**config.mk**
```make
export PLATFORM = sky130hd
export DESIGN_NAME = led_counter
export DESIGN_NICKNAME = d
export VERILOG_FILES = /design/src/rtl/led_pkg.sv /design/src/rtl/tick_gen.sv /design/src/rtl/led_counter.sv
export SDC_FILE = /design/constraint.sdc
export NUM_CORES = 1
export LEC_CHECK = 0
export ABC_AREA = 1
export BUFFER_PORTS_ARGS = -buffer_cell sky130_fd_sc_hd__buf_2
export CAP_MARGIN = 25
export CORE_MARGIN = 3
export CORE_UTILIZATION = 45
export DETAILED_ROUTE_END_ITERATION = 7
export GPL_TIMING_DRIVEN = 1
export PLACE_DENSITY = 0.62
export SLEW_MARGIN = 20
export SYNTH_ARGS = -nofsm -noshare
export SYNTH_HDL_FRONTEND = slang
export SYNTH_SLANG_ARGS = --single-unit
```
**constraint.sdc**
```tcl
create_clock -name clk -period 1.8 [get_ports clk]
set_input_delay 0.36 -clock clk [delete_from_list [all_inputs] [get_ports clk]]
set_output_delay 0.36 -clock clk [all_outputs]
set_load 0.005 [all_outputs]
```
**src/rtl/led_pkg.sv**
```systemverilog
// led_pkg -- shared definitions for the LED pattern counter.
//   mode_t    : 2-bit step operation applied when the prescaler fires
//   cnt_width : width of a prescaler counter for a given period (minimum 1)
package led_pkg;

    typedef enum logic [1:0] {
        MODE_UP   = 2'd0,
        MODE_DOWN = 2'd1,
        MODE_ROTL = 2'd2,
        MODE_ROTR = 2'd3
    } mode_t;

    // Width needed to count 0..div-1; a period of 1 still gets one bit so
    // the counter register is never zero-width.
    function automatic int cnt_width(input int div);
        return (div > 1) ? $clog2(div) : 1;
    endfunction

endpackage : led_pkg

```
**src/rtl/tick_gen.sv**
```systemverilog
// tick_gen -- free-running prescaler that produces a one-cycle step strobe.
//   clk  : clock, rising edge
//   rst  : synchronous active-high reset, clears the count
//   en   : count enable; when low the count holds and step stays low
//   clr  : synchronous clear of the count (used when the pattern is loaded)
//   step : high for the enabled cycle in which the count sits at DIV-1
module tick_gen
    import led_pkg::*;
#(
    parameter int DIV = 12_000_000
) (
    input  logic clk,
    input  logic rst,
    input  logic en,
    input  logic clr,
    output logic step
);

    localparam int CNT_W = cnt_width(DIV);
    localparam logic [CNT_W-1:0] LAST = CNT_W'(DIV - 1);

    logic [CNT_W-1:0] div_cnt;

    always_ff @(posedge clk) begin
        if (rst || clr) begin
            div_cnt <= '0;
        end else if (en) begin
            div_cnt <= (div_cnt == LAST) ? '0 : div_cnt + CNT_W'(1);
        end
    end

    // With DIV=1 the count is pinned at 0 == LAST, so every enabled cycle steps.
    assign step = en && (div_cnt == LAST);

endmodule : tick_gen

```
**src/rtl/led_counter.sv**
```systemverilog
// led_counter -- LED pattern register that steps once per prescaler period.
//   clk        : clock, rising edge
//   rst        : synchronous active-high reset (pattern <= INIT)
//   en         : run enable for prescaler and pattern stepping
//   mode       : step operation (led_pkg::mode_t): UP, DOWN, ROTL, ROTR
//   load       : one-cycle request to overwrite the pattern with load_value
//   load_value : value written on load
//   leds       : current pattern, straight from the pattern register
//   tick       : one-cycle pulse in the first cycle a stepped pattern is on leds
//   wrap       : pulses with tick when an UP/DOWN step wraps around
//
// Output handshake: tick acts as a valid strobe with no ready; leds and wrap
// are meaningful as a step result only in the single cycle tick=1, and the
// consumer must take them in that cycle. Load and reset never raise tick.
module led_counter
    import led_pkg::*;
#(
    parameter int               WIDTH = 8,
    parameter int               DIV   = 12_000_000,
    parameter logic [WIDTH-1:0] INIT  = WIDTH'('h55)
) (
    input  logic             clk,
    input  logic             rst,
    input  logic             en,
    input  logic [1:0]       mode,
    input  logic             load,
    input  logic [WIDTH-1:0] load_value,
    output logic [WIDTH-1:0] leds,
    output logic             tick,
    output logic             wrap
);

    logic             step;
    logic [WIDTH-1:0] pattern;
    logic [WIDTH-1:0] next_pattern;
    logic             next_wrap;

    // A load restarts the prescaler period so the next step is a full DIV
    // enabled cycles after the loaded value appears.
    tick_gen #(
        .DIV (DIV)
    ) u_tick_gen (
        .clk  (clk),
        .rst  (rst),
        .en   (en),
        .clr  (load),
        .step (step)
    );

    always_comb begin
        next_pattern = pattern;
        next_wrap    = 1'b0;
        case (mode_t'(mode))
            MODE_UP: begin
                next_pattern = pattern + WIDTH'(1);
                next_wrap    = (pattern == '1);
            end
            MODE_DOWN: begin
                next_pattern = pattern - WIDTH'(1);
                next_wrap    = (pattern == '0);
            end
            MODE_ROTL: next_pattern = {pattern[WIDTH-2:0], pattern[WIDTH-1]};
            MODE_ROTR: next_pattern = {pattern[0], pattern[WIDTH-1:1]};
        endcase
    end

    // Priority: reset, then load, then step. Any cycle without a step
    // drops tick/wrap, which also covers en=0.
    always_ff @(posedge clk) begin
        if (rst) begin
            pattern <= INIT;
            tick    <= 1'b0;
            wrap    <= 1'b0;
        end else if (load) begin
            pattern <= load_value;
            tick    <= 1'b0;
            wrap    <= 1'b0;
        end else if (step) begin
            pattern <= next_pattern;
            tick    <= 1'b1;
            wrap    <= next_wrap;
        end else begin
            tick    <= 1'b0;
            wrap    <= 1'b0;
        end
    end

    assign leds = pattern;

endmodule : led_counter

```
==> metrics, run 1 <==
IR drop worst, VDD 0.339 mV; H-tree depth 2; grt ovf 0; post-layout util 54.6%; vias 2,252; I/O pin count 24; status finished clean; Post-Synthesis Cell Area 2250 µm²; PwrDens 624 nW/µm²; routed len/inst 11.9 µm; largest net degree at the start of global routing 13; Worst-Skew Late Latency 0.28 ns; First-pass DRT Iterations 4; Routed WL 5.44 mm; post-synthesis register bit count 34; Clock Power Share 35.6%; number of remaining DRC errors 0; Synth area leaders dfxtp_1 (30%), nand2_1 (16%), nor2_1 (8.3%); capture point of the worst reg-to-reg path u_tick_gen.div_cnt[16]; CP Data Arrival Time 1.88 ns; largest area contributor in the netlist dfxtp_1; RePlAce Congestion 0.926; flop2flop setup slack 0.13 ns; clock skew 0.00490 ns; Reg2Reg Depth 8; vias in the first global route 2,098; num rows 25; Slew @ Worst Pin 0.412 ns; Final Non-Filler Cells 456; Switching Fraction 28.1%; Comb pwr share 15.8%; clock-pin slew on the worst setup and hold paths 0.07 ns; Initial Util 47.1%; Die ar. 5890 µm²; leak pwr 0.00116 µW; Setup crit end u_tick_gen.div_cnt[16]; Max clock buf depth 2; Worst EP required 2.01 ns; Slew HR 72.5%; CTS tree done; Core Footprint 4790 µm²; Worst Setup Start Kind flop; Yosys cell types 43; RSZ-0062 raised after global routing yes; Syn Nets 368; fin nets 404; GRT Util Overall 19.4%; syn avg cell area 6.40 µm²; port bufs 23; CTS Sinks 34; yosys warns 0; Fmax 0.598 GHz; Int Pwr 1170 µW; Root Buffer clkbuf_8; critical hold path startpoint load_value[3]; Fin Hold WS 0.360 ns; Hold Vio Cnt, Final 0; die span in y 76.8 µm; Post-Syn Instances 352; Seq pwr share 48.6%; post-DP HPWL 4.25 mm; WS Path Type flop to flop; max-cap violation count 0; Die Wd 76.8 µm; Worst setup EP type flop; CTS buffer count 5; Layout area overhead 15.9%; # diodes 0; reg2reg start u_tick_gen.div_cnt[1]; fin crit share 92.9%; min cycle time layout 1.67 ns; fraction of synthesized cell area taken by the top area cell type 30.2%; Final setup viols 0; class of the worst hold path input pin to flop; initial antenna violation count 0; NetSw 457 µW; DRT antenna net count 0; share of cells above drive strength 1 19.5%; first-pass GRT wire length 9.43 mm; Final Max Tran Viols 0; DP Cell Count 445; Vias/cell 4.94; DRT iter0 DRCs 220; Critical path origin u_tick_gen.div_cnt[1]; sequential area share after synthesis 30.2%; crit-path max FO 5
what timing repair did:
item                       4_1_cts  5_1_grt
gates resized for setup          0       11
hold buffers                     0        0
hold endpoints to repair         0        0
setup endpoints to repair        0       12
setup buffers                    0        3
metrics by stage:
stage | power, µW | area, µm² | setup TNS, ns | setup WS, ns
after floorplan | 986 | 2250 | 0 | 0.124
after global placement | 1070 | 2470 | -0.000793 | -0.000793
after detailed placement | 1060 | 2470 | 0 | 0.0113
after CTS | 1660 | 2560 | 0 | 0.0954
after global routing | 1720 | 2610 | -0.0473 | -0.0307
final | 1630 | 2610 | 0 | 0.127
cell families (layout without fill, tap and decap cells):
family          Yosys count  after routing  share of synthesized area [%]
fa+ha+maj                 2              2                           1.11
simple gates            217            217                           44.5
xor+xnor                  6              6                           2.33
buf+inv                  56             93                           10.9
compound gates           37             37                           10.9
flops                    34             34                           30.2
synth_stat cells, drive strengths merged:
cell and count:
o211ai 2, ha 2, nand4 8, o22ai 1, xor2 5, a21oi 9
nor3b 1, o21a 3, nand3b 1, nor3 18, o221ai 2, or2 2
a221oi 3, nor2 55, o21bai 1, clkinv 2, nand3 31, a211oi 1
xnor2 1, nor4 3, dfxtp 34, inv 47, buf 7, o21ai 13
o2111ai 1, a31oi 1, nand2 98
sequential cells by signal, summed over array words and instances, names as in the netlist:
signal              cells
leds                    8
wrap                    1
tick                    1
u_tick_gen.div_cnt     24
critical path, stage by stage (launching register included):
cell     delay (ns)
dfxtp_4        0.37
ha_4           0.13
nand2_2        0.06
inv_2          0.05
nand4_1        0.22
nor4_4         0.40
buf_4          0.17
nor2_1         0.03
nor3b_1        0.17
per-layer routing:
| layer | part of all wire (%) | track usage, % | routed length, µm | vias to the layer above |
|---|---|---|---|---|
| met1 | 50 | 27.1 | 2710 | 986 |
| met4 | 1.4 | 6.70 | 76 | 0 |
| met2 | 43 | 29.5 | 2340 | 51 |
| met5 | 0 | 0 | 0 | - |
| li1 | - | - | - | 1207 |
| met3 | 5.7 | 3.99 | 310 | 8 |
cell usage in the layout (no fill, tap or decap), types with 8 or more instances in the layout:
master,count
nand2_1,93
nor2_1,48
inv_1,42
dfxtp_1,31
nand3_1,29
buf_2,23
nor3_1,15
buf_4,13
o21ai_0,8
a21oi_1,8
nand4_1,8
power groups by stage:
stage	sequential, µW	clock [µW]	combinational (µW)
6_report	791	579	258
5_1_grt	793	636	294
4_1_cts	791	609	256
3_5_place_dp	809	0	255
3_3_place_gp	809	0	257
2_1_floorplan	804	0	182
area by class of cell:
class | count | area (µm²)
clock buffers | 7 | 86.3
clock inverters | 1 | 5.00
fillers | 487 | 2170
inverters | 49 | 186
multi-input cells | 262 | 1350
flip-flops and latches | 34 | 689
well taps | 67 | 83.8
repair buffers | 36 | 213
how the worst min path moves through the flow:
stage                        endpoint  slack, ns  cells past startpoint
5_1_grt                       leds[5]       0.42                      4
3_3_place_gp   u_tick_gen.div_cnt[23]       0.44                      1
2_1_floorplan  u_tick_gen.div_cnt[23]       0.42                      1
4_1_cts                       leds[3]       0.35                      3
3_5_place_dp   u_tick_gen.div_cnt[23]       0.44                      1
6_report                      leds[3]       0.36                      3
Power figures use the tool's default switching activity.
==> run 2: changes to the inputs <==
ABC_AREA = not set   (was 1)
==> run 2 against run 1 <==
Effect of this change: hold slack got worse by 0.071 ns; clock-buffer cell count decreased by 1; first-iteration DRC count decreased by 45%; the flow now finishes with violations (negative setup slack); critical endpoint is now leds[0]; core utilization increased by 7.5 points; highest routed layer unchanged; largest cell class unchanged.
==> metrics, run 2 <==
status finished, violations left; failing checks negative setup slack; leading cell type by number of instances after synthesis nor2_1; I/O pin count 24; Synth area leaders dfxtp_1 (34%), xor2_1 (7.4%), nor2_1 (6.7%); post-DP HPWL 3.62 mm; Switching Fraction 25.2%; asr flop ratio synth 0%; Syn Nets 266; flop2flop setup slack -0.01 ns; Worst Setup Start Kind flop; fin crit share 101%; list of most frequent post-synthesis cells nor2_1 (36), dfxtp_1 (34), nor3_1 (17), xor2_1 (17), nand2_1 (16); clock skew 0.00266 ns; Root Buffer clkbuf_8; Setup WS post-layout -0.0110 ns; routed len/inst 14.0 µm; Post-Synthesis Cell Area 2010 µm²; CTS buffer count 5; fraction of synthesized cell area taken by the top area cell type 33.9%; Slew @ Worst Pin 0.346 ns; Initial Util 48.4%; DRT antenna net count 0; Int Pwr 1170 µW; Comb pwr share 14.5%; Biggest register u_tick_gen.div_cnt; syn avg cell area 8.02 µm²; fin nets 321; PwrDens 610 nW/µm²; Final Max Tran Viols 0; class of the worst hold path input pin to flop; NetSw 395 µW; ys flop type dfxtp_1; WS Path Type flop to flop; first-pass GRT wire length 8.22 mm; number of synthesized flops with an enable pin 0; die span in y 72.8 µm; Final Non-Filler Cells 354; Layout area overhead 28.3%; num rows 23; Post-Syn Instances 250; Final setup viols 1; yosys warns 0; Yosys cell types 48; largest net degree at the start of global routing 22; Hold Vio Cnt, Final 0; leak pwr 0.00103 µW; sequential area share after synthesis 33.9%; RePlAce Congestion 0.819; Max clock buf depth 2; Clock Power Share 35.0%; post-layout util 62.1%; most frequent cells in the layout nor2_1 (36), buf_4 (36), dfxtp_1 (32), buf_2 (23); IR drop worst, VDD 0.532 mV; number of remaining DRC errors 0; Worst setup EP type flop; Vias/cell 5.55; Slew HR 76.9%; Fmax 0.552 GHz; First-pass DRT Iterations 4; Worst-Skew Late Latency 0.28 ns; min cycle time layout 1.81 ns; GRT Util Overall 19.9%; grt ovf 0; Seq pwr share 50.5%; largest area contributor in the netlist dfxtp_1; Die Wd 72.8 µm; Worst EP required 2.02 ns; vias 1,966; # diodes 0; RSZ-0062 raised after global routing yes; share of cells above drive strength 1 27.6%; max-cap violation count 0; clock-pin slew on the worst setup and hold paths 0.06 ns; Die ar. 5290 µm²; CTS tree done; CTS Hold Bufs 0; crit-path max FO 6; port bufs 23; H-tree depth 2; max reg flops 24; DP Cell Count 346; post-synthesis register bit count 34; CP Data Arrival Time 2.03 ns; Core Footprint 4140 µm²; initial antenna violation count 0; vias in the first global route 1,795; Routed WL 4.96 mm; DRT iter0 DRCs 122; CTS Sinks 34
==> run 2: changes by cell type after synthesis, sizes merged, moves of 8 or more <==
| cell | delta |
|---|---|
| and3 | +8 |
| inv | -43 |
| nor2 | -17 |
| xor2 | +12 |
| nand2 | -82 |
| o21ai | -9 |
| clkbuf | +11 |
| nand3 | -18 |
==> run 2: final timing paths <==
path / startpoint / end / depth (start not counted)
max: u_tick_gen.div_cnt[10] / leds[0] / 5
min: load_value[4] / leds[4] / 3
max reg2reg: u_tick_gen.div_cnt[10] / leds[0] / 5
min reg2reg: u_tick_gen.div_cnt[20] / u_tick_gen.div_cnt[20] / 2
==> run 2: repair_timing <==
| item | in CTS | in global routing |
|---|---|---|
| pin swaps | 1 | 1 |
| buffers inserted | 2 | 0 |
| endpoints found under the setup margin | 4 | 10 |
| gates resized for setup | 3 | 5 |
==> run 2: kinds of logic (layout without fill, tap and decap cells) <==
kind of cell,after synthesis,after routing,share of synthesized area [%]
simple gates,130,130,35.3
compound gates,34,34,11.9
flops,34,34,33.9
xor+xnor,25,25,10.9
buf+inv,19,73,3.68
mux,6,6,3.06
fa+ha+maj,2,2,1.25
==> run 2: final cells by class <==
type                       count  area (µm²)
tap                           50        62.6
sequential                    34         683
clock buffer                   6        82.6
timing repair buffer          61         417
fill                         380        1570
inverter                       6        22.5
multi-input combinational    197        1310
==> run 2: power by group through the flow <==
stage          Sequential [µW]  Combinational, µW  Clock (µW)
6_report                   792                228         549
5_1_grt                    795                254         592
4_1_cts                    790                218         570
3_5_place_dp               807                216           0
3_3_place_gp               807                215           0
2_1_floorplan              797                134           0
==> run 2: critical path: stages (launching register included) <==
cell and delay, ns:
dfxtp_2 0.33, or4_4 0.54, nor2_4 0.15, nand4_4 0.14, or4_1 0.49, nand4b_1 0.10
==> run 2: stage by stage <==
step                TNS [ns]  cell area, µm²  hold slack [ns]  setup slack (ns)  total power, µW
finish               -0.0110            2570            0.289           -0.0110             1570
global route          -0.554            2570            0.306            -0.105             1640
CTS                 -0.00888            2540            0.287          -0.00888             1580
detailed placement    -0.398            2430            0.506            -0.148             1020
global placement      -0.369            2430            0.492            -0.124             1020
floorplan                  0            2020            0.461           0.00135              931
==> run 2: routing by layer <==
| layer | wire, µm | share of wire, % | global-route usage, % |
|---|---|---|---|
| met5 | 0 | 0 | 0 |
| met4 | 52 | 1.0 | 6.15 |
| met3 | 266 | 5.4 | 4.41 |
| met2 | 2250 | 45 | 30.2 |
| met1 | 2400 | 48 | 28.0 |
==> run 3: changes to the inputs <==
CELL_PAD_IN_SITES_DETAIL_PLACEMENT = 1   (was not set)
CELL_PAD_IN_SITES_GLOBAL_PLACEMENT = 2   (was not set)
CORE_UTILIZATION = 34   (was 45)
PLACE_DENSITY = 0.77   (was 0.62)
==> run 3 against run 2 <==
Effect of this change: the flow still finishes with violations (negative setup slack); fmax fell by 1.0%; register-to-register slack got worse by 0.02 ns; critical path depth did not move; clock-buffer cell count did not move; highest routed layer unchanged.
==> metrics, run 3 (same netlist as run 2, synthesis figures left out) <==
Hold Vio Cnt, Final 0; class of the worst hold path input pin to flop; min cycle time layout 1.83 ns; routed len/inst 15.3 µm; CTS Hold Bufs 0; Worst setup EP type flop; RePlAce Congestion 0.789; max reg flops 24; number of remaining DRC errors 0; I/O pin count 24; share of cells above drive strength 1 28.9%; fin nets 323; fin crit share 102%; status finished, violations left; Int Pwr 1190 µW; clock-pin slew on the worst setup and hold paths 0.07 ns; WS Path Type flop to flop; Die Wd 82.8 µm; H-tree depth 2; highest-delay cell along the critical path or4_4; CP Data Arrival Time 2.06 ns; Layout area overhead 31.8%; Vias/cell 5.38; grt ovf 0; max-cap violation count 0; most frequent cells in the layout buf_4 (37), nor2_1 (36), dfxtp_1 (32), buf_2 (23); Slew @ Worst Pin 0.339 ns; clock skew 0.00473 ns; Worst-Skew Late Latency 0.29 ns; failing checks negative setup slack; die span in y 82.8 µm; DRT iter0 DRCs 86; Final setup viols 1; CTS buffer count 5; num rows 27; register area 683 µm²; Max clock buf depth 2; Switching Fraction 27.4%; DRT antenna net count 0; Seq pwr share 48.3%; vias in the first global route 2,097; Core Footprint 5610 µm²; Routed WL 5.83 mm; largest stage delay on the critical path 0.54 ns; CTS Sinks 34; vias 2,046; Final Non-Filler Cells 380; Worst Setup Start Kind flop; post-DP HPWL 4.43 mm; worst-path cell chain or4_4 -> nor2_4 -> nand4_4 -> or4_1 -> nand4b_1; Setup WS post-layout -0.0297 ns; leak pwr 0.00106 µW; RSZ-0062 raised after global routing yes; fill count 721; commonest non-fill, non-tap cell in the layout buf_4; Comb pwr share 14.7%; crit-path max FO 5; port bufs 23; CTS tree done; PwrDens 620 nW/µm²; IR drop worst, VDD 0.364 mV; Root Buffer clkbuf_8; Multi-input gate area 1310 µm²; NetSw 449 µW; Die ar. 6860 µm²; Initial Util 35.8%; First-pass DRT Iterations 4; DP Cell Count 370; Slew HR 77.1%; Biggest register u_tick_gen.div_cnt; Final Max Tran Viols 0; Worst EP required 2.03 ns; Clock Power Share 37.0%; GRT Util Overall 17.7%; first-pass GRT wire length 10.1 mm; largest net degree at the start of global routing 22; # diodes 0; initial antenna violation count 0; Fmax 0.547 GHz; Fin Hold WS 0.306 ns
[run 3: cell types whose count changed in the layout (fill, tap and decap cells not counted), sizes merged]
cell,previous run,this run
clkinv,2,3
clkinvlp,0,1
buf,61,63
[run 3: final timing paths]
| path | cells after the start | end | from | slack (ns) |
|---|---|---|---|---|
| min | 3 | leds[4] | load_value[4] | 0.31 |
| max | 5 | leds[0] | u_tick_gen.div_cnt[8] | -0.03 |
| max reg2reg | 5 | leds[0] | u_tick_gen.div_cnt[8] | -0.03 |
| min reg2reg | 2 | u_tick_gen.div_cnt[23] | u_tick_gen.div_cnt[23] | 0.52 |
[run 3: final cells by class]
type | instances | share of cell area [%]
clock buffers | 6 | 3.13
clock inverters | 2 | 0.473
inverters | 6 | 0.852
multi-input cells | 197 | 49.5
flip-flops and latches | 34 | 25.9
well taps | 72 | 3.41
repair buffers | 63 | 16.8
[run 3: through the flow]
| stage | total power (µW) | area [µm²] | setup WS [ns] | utilization, % | TNS, ns |
|---|---|---|---|---|---|
| 2_1_floorplan | 931 | 2020 | 0.00135 | - | 0 |
| 3_3_place_gp | 1040 | 2490 | -0.145 | 44.4 | -0.363 |
| 3_5_place_dp | 1040 | 2490 | -0.192 | 44.4 | -0.533 |
| 4_1_cts | 1660 | 2610 | -0.0205 | 46.6 | -0.0351 |
| 5_1_grt | 1730 | 2640 | -0.104 | 47.1 | -0.790 |
| 6_report | 1640 | 2640 | -0.0297 | 47.1 | -0.0297 |
[run 3: power groups by stage]
stage	registers [µW]	logic [µW]	clock network [µW]
3_3_place_gp	809	229	0
4_1_cts	791	233	632
5_1_grt	794	265	669
6_report	791	240	606
2_1_floorplan	797	134	0
3_5_place_dp	809	232	0
[run 3: routing by layer]
metal | part of all wire [%] | track usage [%] | vias to the layer above | wire [µm]
li1 | - | - | 1016 | -
met1 | 50 | 24.1 | 994 | 2920
met2 | 46 | 28.1 | 27 | 2690
met3 | 2.3 | 3.97 | 9 | 134
met4 | 1.5 | 5.05 | 0 | 89
met5 | 0 | 0 | - | 0
[run 3: worst max-delay path, delay by kind of cell (launching register included)]
family,cells,cell delay [ns]
flip-flops,1,0.32
AND/OR/NAND/NOR,5,1.45
[run 3: what timing repair did]
action / CTS / global route
pin swaps: 1 / 3
endpoints found under the hold margin: 0 / 0
gates resized for setup: 3 / 7
endpoints found under the setup margin: 4 / 14
setup buffers: 2 / 0
